## src/rtl/munoc_link_fifo_pkg.sv

```systemverilog
// Shared helpers for MUNOC link FIFOs: link-width and counter-width math,
// plus the per-cycle transfer encoding used by the channel FIFO.
package munoc_link_fifo_pkg;

   localparam int MAX_DEPTH = 64;

   // A link is one valid bit (MSB) on top of the phit.
   function automatic int link_width(input int bw_phit);
      return bw_phit + 1;
   endfunction

   function automatic int cnt_width(input int max_depth);
      return $clog2(max_depth + 1);
   endfunction

   localparam int BW_CNT_DFLT = cnt_width(MAX_DEPTH);

   typedef enum logic [1:0] {
      XFER_IDLE = 2'b00,
      XFER_POP  = 2'b01,
      XFER_PUSH = 2'b10,
      XFER_BOTH = 2'b11
   } xfer_e;

endpackage

```

## src/rtl/munoc_link_fifo.sv

```systemverilog
// One channel of the inter-router buffer: a valid/ready FIFO with occupancy,
// almost-full and high-water-mark outputs; DEPTH = 0 degenerates to a wire.
module munoc_link_fifo
   import munoc_link_fifo_pkg::*;
#(
   parameter int BW_DATA = 8,
   parameter int DEPTH   = 4,
   parameter int AFULL   = DEPTH - 1,
   parameter int BW_CNT  = BW_CNT_DFLT
) (
   input  logic               clk,
   input  logic               rstnn,
   input  logic               in_valid,
   input  logic [BW_DATA-1:0] in_data,
   output logic               in_ready,
   output logic               out_valid,
   output logic [BW_DATA-1:0] out_data,
   input  logic               out_ready,
   input  logic               stat_clear,
   output logic [BW_CNT-1:0]  count,
   output logic               afull,
   output logic [BW_CNT-1:0]  peak
);

   generate
      if (DEPTH == 0) begin : g_wire
         assign out_valid = in_valid;
         assign out_data  = in_data;
         assign in_ready  = out_ready;
         assign count     = '0;
         assign afull     = 1'b0;
         assign peak      = '0;
      end else begin : g_fifo
         localparam int PW = (DEPTH > 1) ? $clog2(DEPTH) : 1;
         localparam logic [PW-1:0]     LAST    = PW'(DEPTH - 1);
         localparam logic [BW_CNT-1:0] DEPTH_C = BW_CNT'(DEPTH);
         localparam logic [BW_CNT-1:0] AFULL_C = BW_CNT'(AFULL);

         logic [BW_DATA-1:0] mem [DEPTH];
         logic [PW-1:0]      rptr;
         logic [PW-1:0]      wptr;
         logic [BW_CNT-1:0]  cnt;
         logic [BW_CNT-1:0]  cnt_next;
         logic [BW_CNT-1:0]  peak_q;
         logic               push;
         logic               pop;
         xfer_e              xfer;

         // Ready comes only from the count register, never from out_ready.
         assign in_ready  = rstnn & (cnt < DEPTH_C);
         assign out_valid = rstnn & (cnt != '0);
         assign out_data  = mem[rptr];

         assign push = in_valid & in_ready;
         assign pop  = out_valid & out_ready;
         assign xfer = xfer_e'({push, pop});

         always_comb begin
            cnt_next = cnt;
            unique case (xfer)
               XFER_PUSH: cnt_next = cnt + 1'b1;
               XFER_POP:  cnt_next = cnt - 1'b1;
               default:   cnt_next = cnt;
            endcase
         end

         // Pointers wrap explicitly at DEPTH-1 so non-power-of-2 depths work.
         always_ff @(posedge clk) begin
            if (!rstnn) begin
               rptr   <= '0;
               wptr   <= '0;
               cnt    <= '0;
               peak_q <= '0;
            end else begin
               if (push) wptr <= (wptr == LAST) ? '0 : wptr + 1'b1;
               if (pop)  rptr <= (rptr == LAST) ? '0 : rptr + 1'b1;
               cnt <= cnt_next;
               if (stat_clear || (cnt_next > peak_q)) peak_q <= cnt_next;
            end
         end

         always_ff @(posedge clk) begin
            if (push) mem[wptr] <= in_data;
         end

         assign count = rstnn ? cnt : '0;
         assign afull = rstnn & (cnt >= AFULL_C);
         assign peak  = rstnn ? peak_q : '0;
      end
   endgenerate

endmodule

```

## src/rtl/munoc_inter_router_fifo_sync.sv

```systemverilog
// Inter-router hop buffer: independent FIFOs for the forward (rfni->sfni)
// and backward (sbni->rbni) link channels, with congestion statistics.
module munoc_inter_router_fifo_sync
   import munoc_link_fifo_pkg::*;
#(
   parameter int BW_FNI_PHIT = 8,
   parameter int BW_BNI_PHIT = 8,
   parameter int DEPTH_FNI   = 4,
   parameter int DEPTH_BNI   = 4,
   parameter int AFULL_FNI   = DEPTH_FNI - 1,
   parameter int AFULL_BNI   = DEPTH_BNI - 1,
   parameter int BW_CNT      = 7,
   localparam int LWF = link_width(BW_FNI_PHIT),
   localparam int LWB = link_width(BW_BNI_PHIT)
) (
   input  logic              clk,
   input  logic              rstnn,
   input  logic [LWF-1:0]    rfni_link,
   output logic              rfni_ready,
   output logic [LWF-1:0]    sfni_link,
   input  logic              sfni_ready,
   input  logic [LWB-1:0]    sbni_link,
   output logic              sbni_ready,
   output logic [LWB-1:0]    rbni_link,
   input  logic              rbni_ready,
   input  logic              stat_clear,
   output logic [BW_CNT-1:0] fni_count,
   output logic [BW_CNT-1:0] bni_count,
   output logic              fni_afull,
   output logic              bni_afull,
   output logic [BW_CNT-1:0] fni_peak,
   output logic [BW_CNT-1:0] bni_peak
);

   logic                   sfni_valid;
   logic [BW_FNI_PHIT-1:0] sfni_phit;
   logic                   rbni_valid;
   logic [BW_BNI_PHIT-1:0] rbni_phit;

   munoc_link_fifo #(
      .BW_DATA (BW_FNI_PHIT),
      .DEPTH   (DEPTH_FNI),
      .AFULL   (AFULL_FNI),
      .BW_CNT  (BW_CNT)
   ) u_fni (
      .clk        (clk),
      .rstnn      (rstnn),
      .in_valid   (rfni_link[LWF-1]),
      .in_data    (rfni_link[LWF-2:0]),
      .in_ready   (rfni_ready),
      .out_valid  (sfni_valid),
      .out_data   (sfni_phit),
      .out_ready  (sfni_ready),
      .stat_clear (stat_clear),
      .count      (fni_count),
      .afull      (fni_afull),
      .peak       (fni_peak)
   );

   munoc_link_fifo #(
      .BW_DATA (BW_BNI_PHIT),
      .DEPTH   (DEPTH_BNI),
      .AFULL   (AFULL_BNI),
      .BW_CNT  (BW_CNT)
   ) u_bni (
      .clk        (clk),
      .rstnn      (rstnn),
      .in_valid   (sbni_link[LWB-1]),
      .in_data    (sbni_link[LWB-2:0]),
      .in_ready   (sbni_ready),
      .out_valid  (rbni_valid),
      .out_data   (rbni_phit),
      .out_ready  (rbni_ready),
      .stat_clear (stat_clear),
      .count      (bni_count),
      .afull      (bni_afull),
      .peak       (bni_peak)
   );

   assign sfni_link = {sfni_valid, sfni_phit};
   assign rbni_link = {rbni_valid, rbni_phit};

endmodule

```

## config.mk

```make
export PLATFORM = sky130hd
export DESIGN_NAME = munoc_inter_router_fifo_sync
export DESIGN_NICKNAME = d
export VERILOG_FILES = /design/src/rtl/munoc_link_fifo_pkg.sv /design/src/rtl/munoc_link_fifo.sv /design/src/rtl/munoc_inter_router_fifo_sync.sv
export SDC_FILE = /design/constraint.sdc
export NUM_CORES = 1
export LEC_CHECK = 0
export CORE_ASPECT_RATIO = 0.6
export CORE_UTILIZATION = 40
export DETAILED_ROUTE_END_ITERATION = 10
export HOLD_SLACK_MARGIN = 0.02
export PLACE_DENSITY = 0.61
export SETUP_SLACK_MARGIN = 0.1
export SLEW_MARGIN = 20
export SYNTH_ARGS = -nofsm -noshare
export SYNTH_HDL_FRONTEND = slang
export SYNTH_SLANG_ARGS = --single-unit
```

## constraint.sdc

```tcl
create_clock -name clk -period 4.6 [get_ports clk]
set_input_delay 0.46 -clock clk [delete_from_list [all_inputs] [get_ports clk]]
set_output_delay 0.46 -clock clk [all_outputs]
set_load 0.05 [all_outputs]
```

==> flow_summary.json <==
{
  "outcome": "completed",
  "post-route-drc-count": 0,
  "grt.overflow.total": 0,
  "pre_cts_setup_slack_ns": 0.00286,
  "postSynthNetCount": 464,
  "synth_register_bits": 104,
  "grt_antenna_before_repair": 0,
  "cell_rows": 31,
  "antenna_cells": 0,
  "number_of_fill_cells_in_the_layout": 1041,
  "timing_hold_violations_final": 0,
  "worst_path_max_fanout": 10,
  "post_drt_wl_per_cell_um": 15.7,
  "yosys_most_used_dff": "sky130_fd_sc_hd__edfxtp_1",
  "cts_htree_levels": 3,
  "clk_root_buffer_cell": "sky130_fd_sc_hd__clkbuf_16",
  "min_period_ns": 4.32,
  "die_area_um2": 13200,
  "clock_tree_from_tritoncts": "done",
  "dieHeight_um": 89.2,
  "cap_viol_max_count": 0,
  "clk_lat_worst_skew_ns": 0.34,
  "layout.core_utilization": 0.530,
  "total_power_w": 0.00420,
  "number_of_enable_type_register_cells_in_the_synthesized_netlist": 64,
  "inserted_clock_buffers": 9,
  "detailroute.via_count": 3353,
  "rsz0062_at_grt": "no",
  "cts_hold_buf": 0,
  "core_area_um2": 12200,
  "period_share": 0.940,
  "layout.nets": 548,
  "yosys-top-cells-count": "sky130_fd_sc_hd__edfxtp_1 (64), sky130_fd_sc_hd__dfxtp_1 (40), sky130_fd_sc_hd__ha_1 (36), sky130_fd_sc_hd__inv_1 (27), sky130_fd_sc_hd__a21oi_1 (26)",
  "clock_skew_ns": 0.00994,
  "die_width_um": 147,
  "final_area_um2": 6480,
  "firstDrtPassIters": 5,
  "hpwl_mm": 7.41,
  "post_synth_inst_count": 403,
  "worst_slack_ns": 0.277,
  "clk_transition_reported_paths_ns": 0.07,
  "async_flop_share": 0,
  "tritoncts_num_sinks": 104,
  "grt_util_overall": 0.166,
  "grt_pass1_wl_mm": 16.7,
  "areaGrowthSynthToFinish_pct": 27.7,
  "worst_hold_check_path_type": "reg -> reg",
  "endpoint_kind": "flip-flop",
  "synth.most_common_cell": "sky130_fd_sc_hd__edfxtp_1",
  "placed_cell_area_um2": 6060,
  "slew_headroom": 0.618,
  "layout.area.seq_um2": 2720,
  "wl_mm": 10.3,
  "ctsLongestPathBuffers": 2,
  "p_per_area_nw_per_um2": 649,
  "worst_slew_pin_slew_ns": 0.571,
  "first_global_vias": 3272,
  "cp-start-kind": "flip-flop",
  "synthesis.yosys.warnings": 0,
  "finalSetupViolations": 0,
  "yosysSeqAreaShare": 0.537,
  "min_path_cells": 2,
  "worstPathRequired_ns": 4.83,
  "syn-mean-instance-area_um2": 12.6,
  "count_of_pins_over_their_slew_limit": 0,
  "synth.top_cells.by_area": "sky130_fd_sc_hd__edfxtp_1 (38%), sky130_fd_sc_hd__dfxtp_1 (16%), sky130_fd_sc_hd__ha_1 (8.9%)",
  "synth.lib_cells_used.distinct": 46,
  "synth_area_um2": 5070,
  "share_of_layout_cells_above_drive_strength_1": 0.216,
  "timing.critical_path.arrival_ns": 4.56,
  "grt_max_degree": 29,
  "ant_nets": 0,
  "p_leak_nw": 2.35,
  "detail_route.vias_per_cell": 5.11,
  "maxClockFrequency_mhz": 231,
  "critical_path_class": "reg -> reg",
  "synth_top_cell_by_area": "sky130_fd_sc_hd__edfxtp_1",
  "fin_setup_tns_ns": 0,
  "top_level_ports": 73,
  "post-synth-top-area-fraction": 0.379,
  "drt-initial-drc-count": 274,
  "initial_utilization": 0.415,
  "ff2ff_setup_slack_ns": 0.28,
  "multiInputGateArea_um2": 2330,
  "place_congestion": 0.879,
  "port_buffers": 72,
  "timing.reg2reg.worst_path_depth": 16,
  "vdd_drop_max_mv": 0.324
}
[stage by stage]
stage	hold WS [ns]	std cells
floorplan	0.458	403
global placement	0.480	637
detailed placement	0.487	637
CTS	0.506	652
global route	0.530	656
finish	0.499	656
[worst paths after layout]
kind / start / end
min reg2reg: u_bni.g_fifo.rptr[1] / flip-flop
min: u_bni.g_fifo.rptr[1] / flip-flop
max reg2reg: u_bni.g_fifo.cnt[5] / u_bni.g_fifo.peak_q[2]
max: u_bni.g_fifo.cnt[5] / u_bni.g_fifo.peak_q[2]
[report_power, final]
group	internal, W	switching, W
clock	0.000373	0.000347
combinational	0.000956	0.00124
sequential	0.00116	0.000133
total	0.00249	0.00172
[kinds of logic (layout without fill, tap and decap cells)]
logic type | count (synthesis) | count (layout) | share of synthesized area
buf+inv | 43 | 131 | 0.0348
xor+xnor | 6 | 6 | 0.0104
flops | 104 | 104 | 0.537
fa+ha+maj | 38 | 38 | 0.0967
simple gates | 110 | 110 | 0.126
mux | 36 | 36 | 0.114
compound gates | 66 | 66 | 0.0814
[critical path: stages, from the launching register on]
cell	delay (ns)
sky130_fd_sc_hd__dfxtp_1	0.36
sky130_fd_sc_hd__or4_4	0.56
sky130_fd_sc_hd__nor3_4	0.18
sky130_fd_sc_hd__and2_4	0.17
sky130_fd_sc_hd__inv_2	0.05
sky130_fd_sc_hd__ha_4	0.22
sky130_fd_sc_hd__fa_2	0.42
sky130_fd_sc_hd__a211oi_4	0.29
sky130_fd_sc_hd__nor3_1	0.08
sky130_fd_sc_hd__or3b_2	0.47
sky130_fd_sc_hd__nand2_2	0.12
sky130_fd_sc_hd__ha_4	0.22
sky130_fd_sc_hd__a21oi_1	0.13
sky130_fd_sc_hd__o21ai_0	0.09
sky130_fd_sc_hd__o22a_1	0.24
sky130_fd_sc_hd__nor2_4	0.23
sky130_fd_sc_hd__mux2_2	0.36
[flip-flops by register name (all words and copies together), names as in the netlist, named ones only]
signal and cells:
u_bni.g_fifo.wptr 2, u_fni.g_fifo.cnt 7, u_fni.g_fifo.mem 32, u_fni.g_fifo.peak_q 7
u_bni.g_fifo.cnt 7, u_bni.g_fifo.peak_q 7, u_bni.g_fifo.mem 32, u_fni.g_fifo.wptr 2
u_fni.g_fifo.rptr 2, u_bni.g_fifo.rptr 2
[area by class of cell]
class / instances / area share
clock buffers: 9 / 0.0348
clock inverters: 6 / 0.00830
inverters: 29 / 0.0168
repair buffers: 87 / 0.129
well taps: 165 / 0.0319
flip-flops and latches: 104 / 0.420
multi-input cells: 256 / 0.359
[cell usage in the layout, fill, tap and decap left out, types with 3 or more instances in the layout]
| cell | Yosys | final |
|---|---|---|
| sky130_fd_sc_hd__a211oi_1 | 6 | 4 |
| sky130_fd_sc_hd__a21oi_1 | 26 | 25 |
| sky130_fd_sc_hd__a31oi_1 | 4 | 4 |
| sky130_fd_sc_hd__and2_1 | 19 | 19 |
| sky130_fd_sc_hd__and3_2 | 8 | 8 |
| sky130_fd_sc_hd__buf_4 | 2 | 15 |
| sky130_fd_sc_hd__clkbuf_16 | 0 | 9 |
| sky130_fd_sc_hd__clkdlybuf4s50_1 | 0 | 72 |
| sky130_fd_sc_hd__clkinvlp_4 | 0 | 3 |
| sky130_fd_sc_hd__dfxtp_1 | 40 | 39 |
| sky130_fd_sc_hd__edfxtp_1 | 64 | 64 |
| sky130_fd_sc_hd__ha_1 | 36 | 27 |
| sky130_fd_sc_hd__ha_4 | 0 | 7 |
| sky130_fd_sc_hd__inv_1 | 27 | 27 |
| sky130_fd_sc_hd__mux2_2 | 14 | 14 |
| sky130_fd_sc_hd__mux2i_1 | 6 | 6 |
| sky130_fd_sc_hd__mux4_2 | 16 | 16 |
| sky130_fd_sc_hd__nand2_1 | 18 | 16 |
| sky130_fd_sc_hd__nand3_1 | 8 | 8 |
| sky130_fd_sc_hd__nor2_1 | 22 | 20 |
| sky130_fd_sc_hd__nor2_4 | 0 | 3 |
| sky130_fd_sc_hd__nor3_1 | 5 | 5 |
| sky130_fd_sc_hd__nor3b_1 | 4 | 4 |
| sky130_fd_sc_hd__o211ai_1 | 4 | 4 |
| sky130_fd_sc_hd__o21ai_0 | 12 | 11 |
| sky130_fd_sc_hd__or2_2 | 4 | 4 |
| sky130_fd_sc_hd__xnor2_1 | 6 | 6 |
[what timing repair did]
action                                  in CTS  in global routing
buffers inserted                             0                  4
resized for setup                            0                 19
endpoints found under the setup margin       0                 12
[metal layers]
layer,up-vias,routed length [um],GRT usage
li1,1656,-,-
met2,75,4600,0.255
met3,11,558,0.0378
met4,0,102,0.0506
met5,-,0,0
met1,1611,5050,0.236
Power figures use the tool's default switching activity.
